### src/rtl/sensor_seq_pkg.sv
// Shared types and sizing helpers for the sensor power sequencer.
// Channel states, retry counter width and counter-width computation.
package sensor_seq_pkg;

   typedef enum logic [2:0] {
      HOLD,
      BOOT,
      INIT,
      RUN,
      RETRY,
      FAULT
   } seq_state_e;

   localparam int RETRY_W = 4;

   function automatic int unsigned umax(input int unsigned a, input int unsigned b);
      return (a > b) ? a : b;
   endfunction

   // Wide enough to hold every count value up to max_dur.
   function automatic int cnt_width(input int unsigned max_dur);
      return (max_dur < 2) ? 1 : $clog2(max_dur + 1);
   endfunction

endpackage

### src/rtl/sensor_seq_channel.sv
// One BNO085 power/recovery sequencing channel: FSM plus phase counter.
// CHAN_IDX scales the extra NRST hold applied on the first pass after reset/fault_clr.
//
// state | meaning
// HOLD  | sensor NRST and controller reset asserted
// BOOT  | NRST released, waiting for sensor boot
// INIT  | controller released, waiting for sensor_initialized
// RUN   | channel ready, watchdog on data_valid
// RETRY | single cycle, decide between another pass and FAULT
// FAULT | latched failure, waiting for fault_clr
module sensor_seq_channel
   import sensor_seq_pkg::*;
#(
   parameter int unsigned RST_HOLD_CYC = 300_000,
   parameter int unsigned BOOT_CYC     = 5_700_000,
   parameter int unsigned STAGGER_CYC  = 30_000,
   parameter int unsigned INIT_TO_CYC  = 3_000_000,
   parameter int unsigned WDOG_CYC     = 300_000,
   parameter int unsigned MAX_RETRIES  = 3,
   parameter int unsigned CHAN_IDX     = 0
) (
   input  logic               clk_i,
   input  logic               rst_n_i,
   input  logic               initialized_i,
   input  logic               error_i,
   input  logic               data_valid_i,
   input  logic               fault_clr_i,
   output logic               sensor_rst_n_o,
   output logic               ctrl_rst_n_o,
   output logic               ready_o,
   output logic               fault_o,
   output logic [RETRY_W-1:0] retry_cnt_o
);

   localparam int unsigned HOLD_FIRST = RST_HOLD_CYC + CHAN_IDX * STAGGER_CYC;
   localparam int unsigned MAX_DUR    = umax(umax(HOLD_FIRST, BOOT_CYC),
                                             umax(INIT_TO_CYC, WDOG_CYC));
   localparam int CW = cnt_width(MAX_DUR);

   // Terminal counts: a phase of duration D ends when the counter shows D-1.
   localparam logic [CW-1:0] HOLD_LAST       = CW'(RST_HOLD_CYC - 1);
   localparam logic [CW-1:0] HOLD_FIRST_LAST = CW'(HOLD_FIRST - 1);
   localparam logic [CW-1:0] BOOT_LAST       = CW'(BOOT_CYC - 1);
   localparam logic [CW-1:0] INIT_LAST       = CW'(INIT_TO_CYC - 1);
   localparam logic [CW-1:0] WDOG_LAST       = CW'((WDOG_CYC == 0) ? 0 : WDOG_CYC - 1);
   localparam logic [RETRY_W-1:0] RETRY_MAX  = RETRY_W'(MAX_RETRIES);

   seq_state_e         state_q;
   logic [CW-1:0]      cnt_q;
   logic [RETRY_W-1:0] retry_q;
   logic               first_q;
   logic               sensor_rst_n_q;
   logic               ctrl_rst_n_q;
   logic               ready_q;
   logic               fault_q;

   always_ff @(posedge clk_i) begin
      if (!rst_n_i) begin
         state_q        <= HOLD;
         cnt_q          <= '0;
         retry_q        <= '0;
         first_q        <= 1'b1;
         sensor_rst_n_q <= 1'b0;
         ctrl_rst_n_q   <= 1'b0;
         ready_q        <= 1'b0;
         fault_q        <= 1'b0;
      end else begin
         case (state_q)
            HOLD: begin
               if (cnt_q == (first_q ? HOLD_FIRST_LAST : HOLD_LAST)) begin
                  state_q        <= BOOT;
                  cnt_q          <= '0;
                  sensor_rst_n_q <= 1'b1;
               end else begin
                  cnt_q <= cnt_q + 1'b1;
               end
            end
            BOOT: begin
               if (cnt_q == BOOT_LAST) begin
                  state_q      <= INIT;
                  cnt_q        <= '0;
                  ctrl_rst_n_q <= 1'b1;
               end else begin
                  cnt_q <= cnt_q + 1'b1;
               end
            end
            INIT: begin
               if (error_i || (!initialized_i && cnt_q == INIT_LAST)) begin
                  state_q        <= RETRY;
                  cnt_q          <= '0;
                  sensor_rst_n_q <= 1'b0;
                  ctrl_rst_n_q   <= 1'b0;
               end else if (initialized_i) begin
                  state_q <= RUN;
                  cnt_q   <= '0;
                  ready_q <= 1'b1;
               end else begin
                  cnt_q <= cnt_q + 1'b1;
               end
            end
            RUN: begin
               if (error_i || !initialized_i ||
                   (WDOG_CYC != 0 && !data_valid_i && cnt_q == WDOG_LAST)) begin
                  state_q        <= RETRY;
                  cnt_q          <= '0;
                  sensor_rst_n_q <= 1'b0;
                  ctrl_rst_n_q   <= 1'b0;
                  ready_q        <= 1'b0;
               end else if (data_valid_i) begin
                  cnt_q <= '0;
               end else if (WDOG_CYC != 0) begin
                  cnt_q <= cnt_q + 1'b1;
               end
            end
            RETRY: begin
               cnt_q <= '0;
               if (retry_q < RETRY_MAX) begin
                  state_q <= HOLD;
                  retry_q <= retry_q + 1'b1;
                  first_q <= 1'b0;
               end else begin
                  state_q <= FAULT;
                  fault_q <= 1'b1;
               end
            end
            FAULT: begin
               if (fault_clr_i) begin
                  state_q <= HOLD;
                  cnt_q   <= '0;
                  retry_q <= '0;
                  first_q <= 1'b1;
                  fault_q <= 1'b0;
               end
            end
            default: begin
               state_q        <= HOLD;
               cnt_q          <= '0;
               sensor_rst_n_q <= 1'b0;
               ctrl_rst_n_q   <= 1'b0;
               ready_q        <= 1'b0;
               fault_q        <= 1'b0;
            end
         endcase
      end
   end

   assign sensor_rst_n_o = sensor_rst_n_q;
   assign ctrl_rst_n_o   = ctrl_rst_n_q;
   assign ready_o        = ready_q;
   assign fault_o        = fault_q;
   assign retry_cnt_o    = retry_q;

endmodule

### src/rtl/sensor_power_sequencer.sv
// N-channel BNO085 power-up/recovery sequencer: one independent channel per sensor,
// plus a free-running heartbeat and the all_ready/any_fault summaries.
module sensor_power_sequencer
   import sensor_seq_pkg::*;
#(
   parameter int unsigned N_SENSORS    = 2,
   parameter int unsigned RST_HOLD_CYC = 300_000,
   parameter int unsigned BOOT_CYC     = 5_700_000,
   parameter int unsigned STAGGER_CYC  = 30_000,
   parameter int unsigned INIT_TO_CYC  = 3_000_000,
   parameter int unsigned WDOG_CYC     = 300_000,
   parameter int unsigned MAX_RETRIES  = 3,
   parameter int unsigned HB_BIT       = 21
) (
   input  logic                           clk_i,
   input  logic                           rst_n_i,
   input  logic [N_SENSORS-1:0]           sensor_initialized_i,
   input  logic [N_SENSORS-1:0]           sensor_error_i,
   input  logic [N_SENSORS-1:0]           data_valid_i,
   input  logic [N_SENSORS-1:0]           fault_clr_i,
   output logic [N_SENSORS-1:0]           sensor_rst_n_o,
   output logic [N_SENSORS-1:0]           ctrl_rst_n_o,
   output logic [N_SENSORS-1:0]           ready_o,
   output logic [N_SENSORS-1:0]           fault_o,
   output logic [RETRY_W*N_SENSORS-1:0]   retry_cnt_o,
   output logic                           all_ready_o,
   output logic                           any_fault_o,
   output logic                           heartbeat_o
);

   logic [HB_BIT:0] hb_q;

   for (genvar g = 0; g < N_SENSORS; g++) begin : g_chan
      sensor_seq_channel #(
         .RST_HOLD_CYC (RST_HOLD_CYC),
         .BOOT_CYC     (BOOT_CYC),
         .STAGGER_CYC  (STAGGER_CYC),
         .INIT_TO_CYC  (INIT_TO_CYC),
         .WDOG_CYC     (WDOG_CYC),
         .MAX_RETRIES  (MAX_RETRIES),
         .CHAN_IDX     (g)
      ) u_chan (
         .clk_i          (clk_i),
         .rst_n_i        (rst_n_i),
         .initialized_i  (sensor_initialized_i[g]),
         .error_i        (sensor_error_i[g]),
         .data_valid_i   (data_valid_i[g]),
         .fault_clr_i    (fault_clr_i[g]),
         .sensor_rst_n_o (sensor_rst_n_o[g]),
         .ctrl_rst_n_o   (ctrl_rst_n_o[g]),
         .ready_o        (ready_o[g]),
         .fault_o        (fault_o[g]),
         .retry_cnt_o    (retry_cnt_o[RETRY_W*g +: RETRY_W])
      );
   end

   always_ff @(posedge clk_i) begin
      if (!rst_n_i) begin
         hb_q <= '0;
      end else begin
         hb_q <= hb_q + 1'b1;
      end
   end

   // Reductions of registered flags, so they move on the same edge as the channels.
   assign all_ready_o = &ready_o;
   assign any_fault_o = |fault_o;
   assign heartbeat_o = hb_q[HB_BIT];

endmodule

### config.mk
export PLATFORM = sky130hd
export DESIGN_NAME = sensor_power_sequencer
export DESIGN_NICKNAME = d
export VERILOG_FILES = /design/src/rtl/sensor_seq_pkg.sv /design/src/rtl/sensor_seq_channel.sv /design/src/rtl/sensor_power_sequencer.sv
export SDC_FILE = /design/constraint.sdc
export NUM_CORES = 1
export LEC_CHECK = 0
export CORE_AREA = 2 2 98 100
export CTS_BUF_LIST = sky130_fd_sc_hd__clkbuf_8 sky130_fd_sc_hd__clkbuf_16
export DETAILED_ROUTE_END_ITERATION = 10
export DIE_AREA = 0 0 100 102
export PLACE_DENSITY_LB_ADDON = 0.12
export SYNTH_ARGS = -nofsm -noshare
export SYNTH_HDL_FRONTEND = slang
export SYNTH_SLANG_ARGS = --single-unit
### constraint.sdc
create_clock -name clk_i -period 5.65 [get_ports clk_i]
set_input_delay 1.695 -clock clk_i [delete_from_list [all_inputs] [get_ports clk_i]]
set_output_delay 1.695 -clock clk_i [all_outputs]
set_load 0.02 [all_outputs]
==> results of run 1 <==
[state kept, by name (all words and copies together), names as in the netlist]
register / flops
g_chan.u_chan.cnt_q: 46
hb_q: 22
g_chan.u_chan.retry_cnt_o: 8
g_chan.u_chan.state_q: 6
g_chan.u_chan.ctrl_rst_n_o: 2
g_chan.u_chan.fault_o: 2
g_chan.u_chan.ready_o: 2
g_chan.u_chan.sensor_rst_n_o: 2
g_chan.u_chan.first_q: 1
[worst max-delay path, stage by stage]
cell	delay (ps)
clkdlybuf4s50_1	500
nor3b_1	220
and4_4	230
a311o_1	300
o31ai_4	90
o31ai_4	590
buf_4	360
o21ai_0	130
a21o_1	200
[through the flow]
stage               area (µm²)  std cells  utilization, %  setup WS (ps)  hold WS [ps]
CTS                       5410        719            59.3           1590           477
global placement          5180        705            56.8           1300           435
detailed placement        5180        705            56.8           1200           464
finish                    5410        719            59.3           1570           469
global route              5410        719            59.3           1410           494
floorplan                 4940        600               -           2310           421
[cells in the final DEF (no fill, tap or decap), types with 17 or more instances in the layout]
| cell | synthesis | layout |
|---|---|---|
| o21ai_0 | 31 | 31 |
| a21oi_1 | 22 | 22 |
| dfxtp_1 | 91 | 91 |
| nor2_1 | 33 | 33 |
| a21o_1 | 17 | 17 |
| clkdlybuf4s50_1 | 0 | 28 |
| and3_1 | 24 | 24 |
| nor3b_1 | 17 | 17 |
| nand2_1 | 65 | 65 |
| nand3_1 | 33 | 33 |
| and2_1 | 24 | 24 |
[cell families (layout without fill, tap and decap cells)]
family	after synthesis	count (layout)
simple gates	296	296
compound gates	138	138
flops	91	91
buf+inv	45	53
xor+xnor	23	23
fa+ha+maj	5	5
mux	2	2
[metal layers]
layer / part of all wire [%] / wire [µm] / global-route usage [%]
met5: 0 / 0 / 0
met4: 0.69 / 74 / 5.48
met3: 3.4 / 366 / 3.69
met2: 45 / 4770 / 34.5
met1: 51 / 5440 / 30.9
[power breakdown]
part	internal (µW)	leakage, µW	switching (µW)
clock network	289	0.000115	228
logic	24.7	0.00125	30.1
registers	650	0.000735	10.7
[worst paths after layout]
path                                                   endpoint  slack [ps]                             from
worst max-delay path                  g_chan[1].u_chan.cnt_q[8]        1570          sensor_initialized_i[1]
worst min-delay path            g_chan[0].u_chan.sensor_rst_n_o         470  g_chan[0].u_chan.sensor_rst_n_o
worst max register to register        g_chan[1].u_chan.cnt_q[8]        2620        g_chan[1].u_chan.cnt_q[0]
worst min register to register  g_chan[0].u_chan.sensor_rst_n_o         470  g_chan[0].u_chan.sensor_rst_n_o
[cell type report]
| cell class | instances | area [µm²] | share of cell area, % |
|---|---|---|---|
| multi-input cells | 464 | 2890 | 53.4 |
| flip-flops and latches | 91 | 1820 | 33.7 |
| repair buffers | 30 | 295 | 5.46 |
| well taps | 111 | 139 | 2.57 |
| clock buffers | 9 | 124 | 2.29 |
| clock inverters | 5 | 104 | 1.92 |
| inverters | 9 | 33.8 | 0.625 |
==> results.tsv, run 1 <==
stage	metric	value	unit
run_status	status	finished, final reports clean	
route	vias	4284	
placed_design	hpwl dp	7500	µm
synthesis	Cell Area, Synth	0.00494	mm²
layout	Final nets	620	
timing	Slew Limit Fails	0	
synthesis	post-synthesis xor/xnor area fraction	4.08	%
synthesis	#FFs+latches synth	91	
synthesis	main combinational cell family by area after synthesis	simple AND/OR/NAND/NOR gates	
clocking	postcts setup bufs	0	
power	Power Total	1230	µW
route	First DRT Iteration DRCs	202	
global_route	global route overflow	0	
synthesis	average size of a mapped cell	8.23	µm²
global_route	global-route wire length before repair	18000	µm
timing	fmax	0.245	GHz
global_route	largest net degree at the start of global routing	39	
die	die extent in x	100	µm
synthesis	register area share after synthesis	36.9	%
timing	slew margin rel.	30.4	%
power	P_leak	0.00210	µW
synthesis	Synth Area in Compound Gates	19.3	%
timing	Finish-stage setup viols	0	
timing	RSZ-0062 raised after global routing	no	
synthesis	Post-synth ARST share	0	%
layout	share of cells above drive strength 1	4.77	%
worst_setup_path	Startpoint Class	input pin	
clocking	Sink Count	91	
timing	crit share post-route	72.2	%
synthesis	yosys warns	0	
die	# IOs	29	
clocking	post-cts sizing count	0	
clocking	CTS tree	yes	
clocking	# H-tree levels	3	
synthesis	Net Count, Synth	615	
global_route	vias in the first global route	3817	
route	number of remaining DRC errors	0	
route	WL/cell	14.8	µm
synthesis	Yosys cell types	67	
worst_hold_path	Min-Delay Path Class	flip-flop to flip-flop	
worst_setup_path	CP endpoint kind	flip-flop	
clocking	Root Driver	clkbuf_8	
synthesis	Mapped Cells	600	
worst_setup_path	cells on worst reg2reg path	9	
power	cell area power density	228	mW/mm²
synthesis	most used flip-flop cell after synthesis	dfxtp_1	
die	Initial Util	54.2	%
route	Vias per Instance	5.96	
clocking	Clock Latency Late Sink	360	ps
global_route	GRT Total Usage	21.7	%
route	Post-DRT Antenna Nets	0	
synthesis	cell with the most instances after synthesis	dfxtp_1	
timing	Final Hold Viols	0	
worst_setup_path	CP Class	input pin to flip-flop	
synthesis	top cells by count, synth	91 x dfxtp_1, 65 x nand2_1, 33 x nand3_1, 33 x nor2_1, 31 x o21ai_0	
synthesis	top cell type by total area after synthesis	dfxtp_1	
timing	setup TNS	0	ps
synthesis	EDFF count, synth	0	
synthesis	fraction of the mapped netlist area in adder cells	1.27	%
layout	area grow syn2layout	9.51	%
die	Rows	35	
die	Die H	102	µm
die	die area	0.0102	mm²
synthesis	post-synthesis mux area share	0.406	%
route	DR pass1 iterations	4	
timing	Clock Skew	13.6	ps
worst_setup_path	WP data arrival	4330	ps
die	core box area	0.00911	mm²
layout	# fillers	864	
worst_setup_path	worst-path maximum fanout	24	
power	VDD IR max	0.141	mV
synthesis	Yosys top cell area share	36.9	%
timing	Final Critical Period	4080	ps
clocking	Max clock buf depth	2	
timing	Tightest Pin Transition	1040	ps
clocking	CTS Buf Count	9	
layout	ANT cells	0	
placed_design	PortBufs	28	
placed_design	routability congestion estimate	0.845	
global_route	initial antenna violation count	0	
job	# Max-Cap Violations	0	
route	Total Wirelength	10600	µm
synthesis	main area contributors after synthesis	dfxtp_1 37%, nand2_1 4.9%, nand3_1 3.3%	
clocking	Clk pin slew, worst setup/hold paths	90	ps
synthesis	Synth Area in Simple Gates	33.4	%
worst_setup_path	Worst Path Required	5900	ps
clocking	cts hold-fix bufs	0	
worst_hold_path	hold depth	2	
Note: power is estimated with default switching activity, not from simulation.
==> run 2, diff against run 1 <==
--- a/config.mk
+++ b/config.mk
@@ -5,10 +5,10 @@
 export SDC_FILE = /design/constraint.sdc
 export NUM_CORES = 1
 export LEC_CHECK = 0
-export CORE_AREA = 2 2 98 100
+export CORE_AREA = 2 2 99 101
 export CTS_BUF_LIST = sky130_fd_sc_hd__clkbuf_8 sky130_fd_sc_hd__clkbuf_16
 export DETAILED_ROUTE_END_ITERATION = 10
-export DIE_AREA = 0 0 100 102
+export DIE_AREA = 0 0 101 103
 export PLACE_DENSITY_LB_ADDON = 0.12
 export SYNTH_ARGS = -nofsm -noshare
 export SYNTH_HDL_FRONTEND = slang
==> constraint.sdc (replaced) <==
create_clock -name clk_i -period 3.5 [get_ports clk_i]
set_input_delay 1.05 -clock clk_i [delete_from_list [all_inputs] [get_ports clk_i]]
set_output_delay 1.05 -clock clk_i [all_outputs]
set_load 0.02 [all_outputs]
==> run 2 against run 1 <==
Largest power group unchanged. Clock skew down 4.0 ps. Clock power grew 26%. Via count increased by 1.3%. Power is 47% higher. Non-clock buffer count up 5. Cell area about the same. Clock-buffer cell count up 2.
==> results.tsv, run 2 (synthesized netlist as in run 1, its figures left out) <==
stage	metric	value	unit	change
run_status	status	finished, final reports clean		
clocking	Sink Count	91		unchanged
global_route	largest net degree at the start of global routing	55		+41%
route	vias	4341		+1.3%
die	Rows	36		+2.9%
timing	fmax	0.337	GHz	
timing	Final Critical Period	2970	ps	
route	Vias per Instance	5.96		about the same
worst_setup_path	worst-path maximum fanout	39		+63%
route	number of remaining DRC errors	0		unchanged
job	# Max-Cap Violations	0		unchanged
worst_setup_path	family with the most delay on the worst path	compound AO/OA/AOI/OAI gates		
worst_setup_path	CP endpoint kind	flip-flop		
clocking	Max clock buf depth	2		unchanged
die	core box area	0.00946	mm²	+3.8%
timing	Final Hold Viols	0		unchanged
die	# IOs	29		unchanged
clocking	postcts setup bufs	0		unchanged
clocking	Clock Latency Late Sink	360	ps	about the same
layout	area grow syn2layout	9.58	%	about the same
layout	Core Util, Final	57.2	%	-2.2 points
timing	Tightest Pin Transition	757	ps	-287 ps
global_route	global route overflow	0		unchanged
placed_design	PortBufs	28		unchanged
timing	RSZ-0062 raised after global routing	no		
clocking	# H-tree levels	3		unchanged
worst_setup_path	Critical path buffers and inverters	2		unchanged
die	Die H	103	µm	+0.98%
route	First DRT Iteration DRCs	223		+10%
route	WL/cell	14.7	µm	-0.46%
worst_hold_path	Min-Delay Path Class	flip-flop to flip-flop		
die	die area	0.0104	mm²	+2.0%
global_route	initial antenna violation count	0		unchanged
route	Total Wirelength	10700	µm	+0.79%
layout	share of cells above drive strength 1	5.70	%	+0.93 points
timing	Finish-stage setup viols	0		unchanged
clocking	Root Driver	clkbuf_8		
layout	most common cell after layout, fill and taps aside	dfxtp_1		
power	P_leak	0.00210	µW	+0.28%
power	cell area power density	335	mW/mm²	+47%
clocking	Clk pin slew, worst setup/hold paths	80	ps	about the same
worst_setup_path	CP Cell Sequence	clkdlybuf4s50_1 -> nor3b_1 -> and4_4 -> a311o_1 -> o31ai_4 -> o31ai_4 -> buf_12 -> or3_1 -> o211ai_2		
layout	fin area	0.00541	mm²	about the same
clocking	CTS Buf Count	9		unchanged
layout	most frequent cells in the layout	91 x dfxtp_1, 65 x nand2_1, 33 x nand3_1, 33 x nor2_1, 31 x o21ai_0		
layout	ANT cells	0		unchanged
global_route	global-route wire length before repair	18100	µm	+0.53%
worst_setup_path	Startpoint Class	input pin		
route	DR pass1 iterations	4		unchanged
placed_design	hpwl dp	7670	µm	+2.2%
die	die extent in x	101	µm	+1.0%
route	Post-DRT Antenna Nets	0		unchanged
global_route	vias in the first global route	3847		+0.79%
layout	Final nets	625		+0.81%
timing	setup TNS	0	ps	unchanged
timing	slew margin rel.	49.2	%	+19 points
worst_setup_path	most frequent CP cell	o31ai_4		
timing	Slew Limit Fails	0		unchanged
worst_setup_path	WP data arrival	3250	ps	-1080 ps
worst_setup_path	Worst Path Required	3790	ps	-2110 ps
global_route	GRT Total Usage	21.5	%	-0.22 points
worst_setup_path	Slowest-stage cell, CP	clkdlybuf4s50_1		
power	VDD IR max	0.224	mV	+59%
layout	Largest Register	g_chan.u_chan.cnt_q		
timing	crit share post-route	84.8	%	
power	Power Total	1810	µW	+47%
worst_setup_path	CP peak stage delay	500	ps	-90 ps
timing	Clock Skew	9.65	ps	-3.95 ps
placed_design	routability congestion estimate	0.860		+1.7%
clocking	cts hold-fix bufs	0		unchanged
clocking	post-cts sizing count	0		unchanged
clocking	CTS tree	yes		
placed_design	dpl cell area	0.00523	mm²	+1.0%
worst_setup_path	CP Class	input pin to flip-flop		
die	Initial Util	52.2	%	-2.0 points
layout	max reg flops	46		unchanged
==> run 2: report_power, final <==
group / internal (µW) / total (µW) / switching [µW] / leakage [µW]
registers: 1050 / 1070 / 16.8 / 0.000735
clock network: 292 / 654 / 362 / 0.0000912
logic: 43.1 / 92.9 / 49.7 / 0.00128
total: 1380 / 1810 / 428 / 0.00210
==> run 2: per-layer routing <==
| layer | wire length (µm) | up-vias | track usage [%] | share of wire [%] |
|---|---|---|---|---|
| li1 | - | 2201 | - | - |
| met1 | 5220 | 2062 | 30.2 | 49 |
| met2 | 4940 | 69 | 33.5 | 46 |
| met3 | 467 | 9 | 4.14 | 4.4 |
| met4 | 104 | 0 | 6.55 | 0.97 |
| met5 | 0 | - | 0 | 0 |
==> run 2: final cells by class <==
type / count / area [µm²]
fillers: 886 / 4050
multi-input cells: 464 / 2890
flip-flops and latches: 91 / 1820
repair buffers: 35 / 345
clock buffers: 11 / 151
well taps: 114 / 143
inverters: 9 / 33.8
clock inverters: 4 / 26.3
==> run 2: path summary, 6_finish.rpt <==
kind,startpoint,endpoint,slack [ps],cells after the start
worst min register to register,hb_q[0],hb_q[0],460,1
worst max-delay path,sensor_initialized_i[1],g_chan[1].u_chan.cnt_q[21],530,9
worst min-delay path,hb_q[0],hb_q[0],460,1
worst max register to register,g_chan[1].u_chan.cnt_q[0],g_chan[1].u_chan.cnt_q[13],910,9
==> run 2: metrics by stage <==
step / std cells / setup slack, ps / hold WS, ps
floorplan: 600 / 807 / 421
global placement: 713 / 240 / 435
detailed placement: 713 / 179 / 446
CTS: 728 / 552 / 458
global route: 728 / 420 / 501
finish: 728 / 533 / 455
==> run 2: worst register-to-register path: cells and delay by family (launching register included) <==
kind	cells	cell delay [ps]
buf+inv	1	230
simple gates	2	670
compound gates	5	920
flops	1	430
fa+ha+maj	1	240
==> run 3, diff against run 2 <==
==> constraint.sdc (replaced) <==
create_clock -name clk_i -period 2.6 [get_ports clk_i]
set_input_delay 0.78 -clock clk_i [delete_from_list [all_inputs] [get_ports clk_i]]
set_output_delay 0.78 -clock clk_i [all_outputs]
set_load 0.02 [all_outputs]
==> run 3 against run 2 <==
Core utilization increased by 4.9 points. Cell area increased by 8.6%. Global-route usage up 0.49 points. Sequential share of layout area fell by 2.7 points. Critical endpoint is now g_chan[1].u_chan.cnt_q[11].
==> results.tsv, run 3 (synthesized netlist as in run 1, its figures left out) <==
stage	metric	value	unit	change
run_status	status	finished, final reports clean		
timing	fmax	0.400	GHz	
timing	Final Critical Period	2500	ps	
global_route	vias in the first global route	3967		+3.1%
timing	fin worst setup slack	102	ps	-431 ps
layout	most common cell after layout, fill and taps aside	dfxtp_1		
timing	RSZ-0062 raised after global routing	no		
route	Post-DRT Antenna Nets	0		unchanged
placed_design	Place WS	-370	ps	-549 ps
timing	Finish-stage setup viols	0		unchanged
worst_setup_path	crit path to	g_chan[1].u_chan.cnt_q[11]		
worst_setup_path	number of cells on the critical path	9		unchanged
clocking	Sink Count	91		unchanged
die	Initial Util	52.2	%	unchanged
layout	most frequent cells in the layout	91 x dfxtp_1, 64 x nand2_1, 43 x buf_4, 33 x nand3_1, 33 x nor2_1		
power	VDD IR max	0.257	mV	+15%
timing	crit share post-route	96.1	%	
placed_design	routability congestion estimate	0.923		+7.3%
timing	Final Hold Viols	0		unchanged
worst_setup_path	cells on worst reg2reg path	9		unchanged
clocking	cts hold-fix bufs	0		unchanged
timing	Tightest Pin Transition	520	ps	-237 ps
worst_setup_path	worst-path maximum fanout	8		-79%
job	# Max-Cap Violations	0		unchanged
worst_setup_path	CP Class	flip-flop to flip-flop		
global_route	global route overflow	0		unchanged
route	WL/cell	14.8	µm	+0.64%
layout	max reg flops	46		unchanged
worst_setup_path	Startpoint Class	flip-flop		
worst_setup_path	CP Cell Sequence	nand3b_1 -> or4_4 -> o21ai_4 -> o31ai_4 -> o31ai_4 -> buf_12 -> clkbuf_16 -> o21ai_0 -> a21o_1		
worst_hold_path	Min-Delay Path Class	flip-flop to flip-flop		
layout	ANT cells	0		unchanged
worst_setup_path	CP endpoint kind	flip-flop		
route	Vias per Instance	5.90		-1.1%
die	die extent in x	101	µm	unchanged
layout	# fillers	838		-5.4%
clocking	Clk pin slew, worst setup/hold paths	90	ps	about the same
worst_setup_path	Critical path buffers and inverters	2		unchanged
worst_setup_path	reg-to-reg slack, setup	100	ps	-810 ps
worst_setup_path	Slowest-stage cell, CP	or4_4		
worst_setup_path	CP peak stage delay	600	ps	+100 ps
layout	share of cells above drive strength 1	12.9	%	+7.2 points
placed_design	PortBufs	28		unchanged
global_route	GRT Total Usage	22.0	%	+0.49 points
worst_setup_path	most frequent CP cell	o31ai_4		
route	number of remaining DRC errors	0		unchanged
layout	multi-input logic area	0.00292	mm²	+1.2%
layout	area grow syn2layout	19.0	%	
route	Total Wirelength	11500	µm	+6.7%
route	DR pass1 iterations	4		unchanged
layout	Largest Register	g_chan.u_chan.cnt_q		
clocking	Root Driver	clkbuf_8		
worst_setup_path	r2r endpoint	g_chan[1].u_chan.cnt_q[11]		
die	# IOs	29		unchanged
global_route	global-route wire length before repair	18500	µm	+2.3%
clocking	CTS Buf Count	9		unchanged
global_route	initial antenna violation count	0		unchanged
clocking	CTS tree	yes		
layout	Register Area	0.00182	mm²	unchanged
timing	Slew Limit Fails	0		unchanged
power	Power Total	2520	µW	+39%
global_route	largest net degree at the start of global routing	41		-25%
timing	Clock Skew	10.7	ps	+1.02 ps
clocking	# H-tree levels	3		unchanged
power	P_leak	0.00239	µW	+14%
worst_setup_path	WP data arrival	2760	ps	-490 ps
worst_setup_path	Worst Path Required	2860	ps	-930 ps
worst_hold_path	hold depth	1		unchanged
clocking	Max clock buf depth	2		unchanged
die	die area	0.0104	mm²	unchanged
worst_setup_path	Setup crit start	g_chan[1].u_chan.cnt_q[7]		
route	vias	4552		+4.9%
die	Die H	103	µm	unchanged
power	cell area power density	428	mW/mm²	+28%
layout	Final nets	668		+6.9%
die	core box area	0.00946	mm²	unchanged
placed_design	hpwl dp	8000	µm	+4.3%
worst_setup_path	worst reg2reg startpoint	g_chan[1].u_chan.cnt_q[7]		
die	Rows	36		unchanged
worst_setup_path	family with the most delay on the worst path	compound AO/OA/AOI/OAI gates		
timing	slew margin rel.	65.1	%	+16 points
clocking	Clock Latency Late Sink	360	ps	about the same
route	First DRT Iteration DRCs	234		+4.9%
## run 3: cell count changes in the layout (fill, tap and decap cells not counted), sizes merged
cell | previous run | this run
clkbuf | 11 | 15
clkdlybuf4s50 | 28 | 26
buf | 7 | 47
clkinv | 3 | 2
dlymetal6s2s | 0 | 2
inv | 9 | 10
## run 3: where the power goes
part | leakage (µW) | internal, µW | switching [µW]
sequential | 0.000735 | 1410 | 19.2
clock | 0.0000998 | 423 | 494
combinational | 0.00155 | 90.4 | 77.2
## run 3: timing repair
| action | CTS | global route |
|---|---|---|
| setup endpoints to repair | 0 | 25 |
| gates resized for setup | 0 | 9 |
| buffers inserted | 0 | 2 |
## run 3: how the worst min path moves through the flow
stage,startpoint,end
finish,hb_q[0],hb_q[0]
global route,hb_q[0],hb_q[0]
CTS,hb_q[0],hb_q[0]
detailed placement,hb_q[0],hb_q[0]
global placement,hb_q[0],hb_q[0]
floorplan,hb_q[0],hb_q[0]
## run 3: cell type report
cell class | instances | area share (%)
Sequential cell | 91 | 31.0
Inverter | 9 | 0.575
Timing Repair Buffer | 78 | 13.0
Clock buffer | 12 | 2.81
Clock inverter | 4 | 0.426
Tap cell | 114 | 2.43
Multi-Input combinational cell | 464 | 49.7
## run 3: routing by layer
metal	vias to the layer above	GRT usage (%)	routed length (µm)
met1	2156	31.1	5480
met4	0	7.80	131
met3	15	2.92	510
li1	2282	-	-
met2	99	34.5	5330
met5	-	0	0
## run 3: stage by stage
step                cells  hold WS [ps]  instance area (µm²)  util, %  TNS [ps]
global route          772           466                 5870     62.1         0
global placement      751           436                 5540     58.6     -9910
floorplan             600           421                 4940        -         0
detailed placement    751           445                 5540     58.6    -11600
finish                772           458                 5870     62.1         0
CTS                   767           458                 5730     60.6         0
## run 3: worst register-to-register path, cell delays in order (launching register included)
cell,delay [ps]
dfxtp_1,450
nand3b_1,180
or4_4,600
o21ai_4,200
o31ai_4,110
o31ai_4,260
buf_12,160
clkbuf_16,140
o21ai_0,80
a21o_1,210
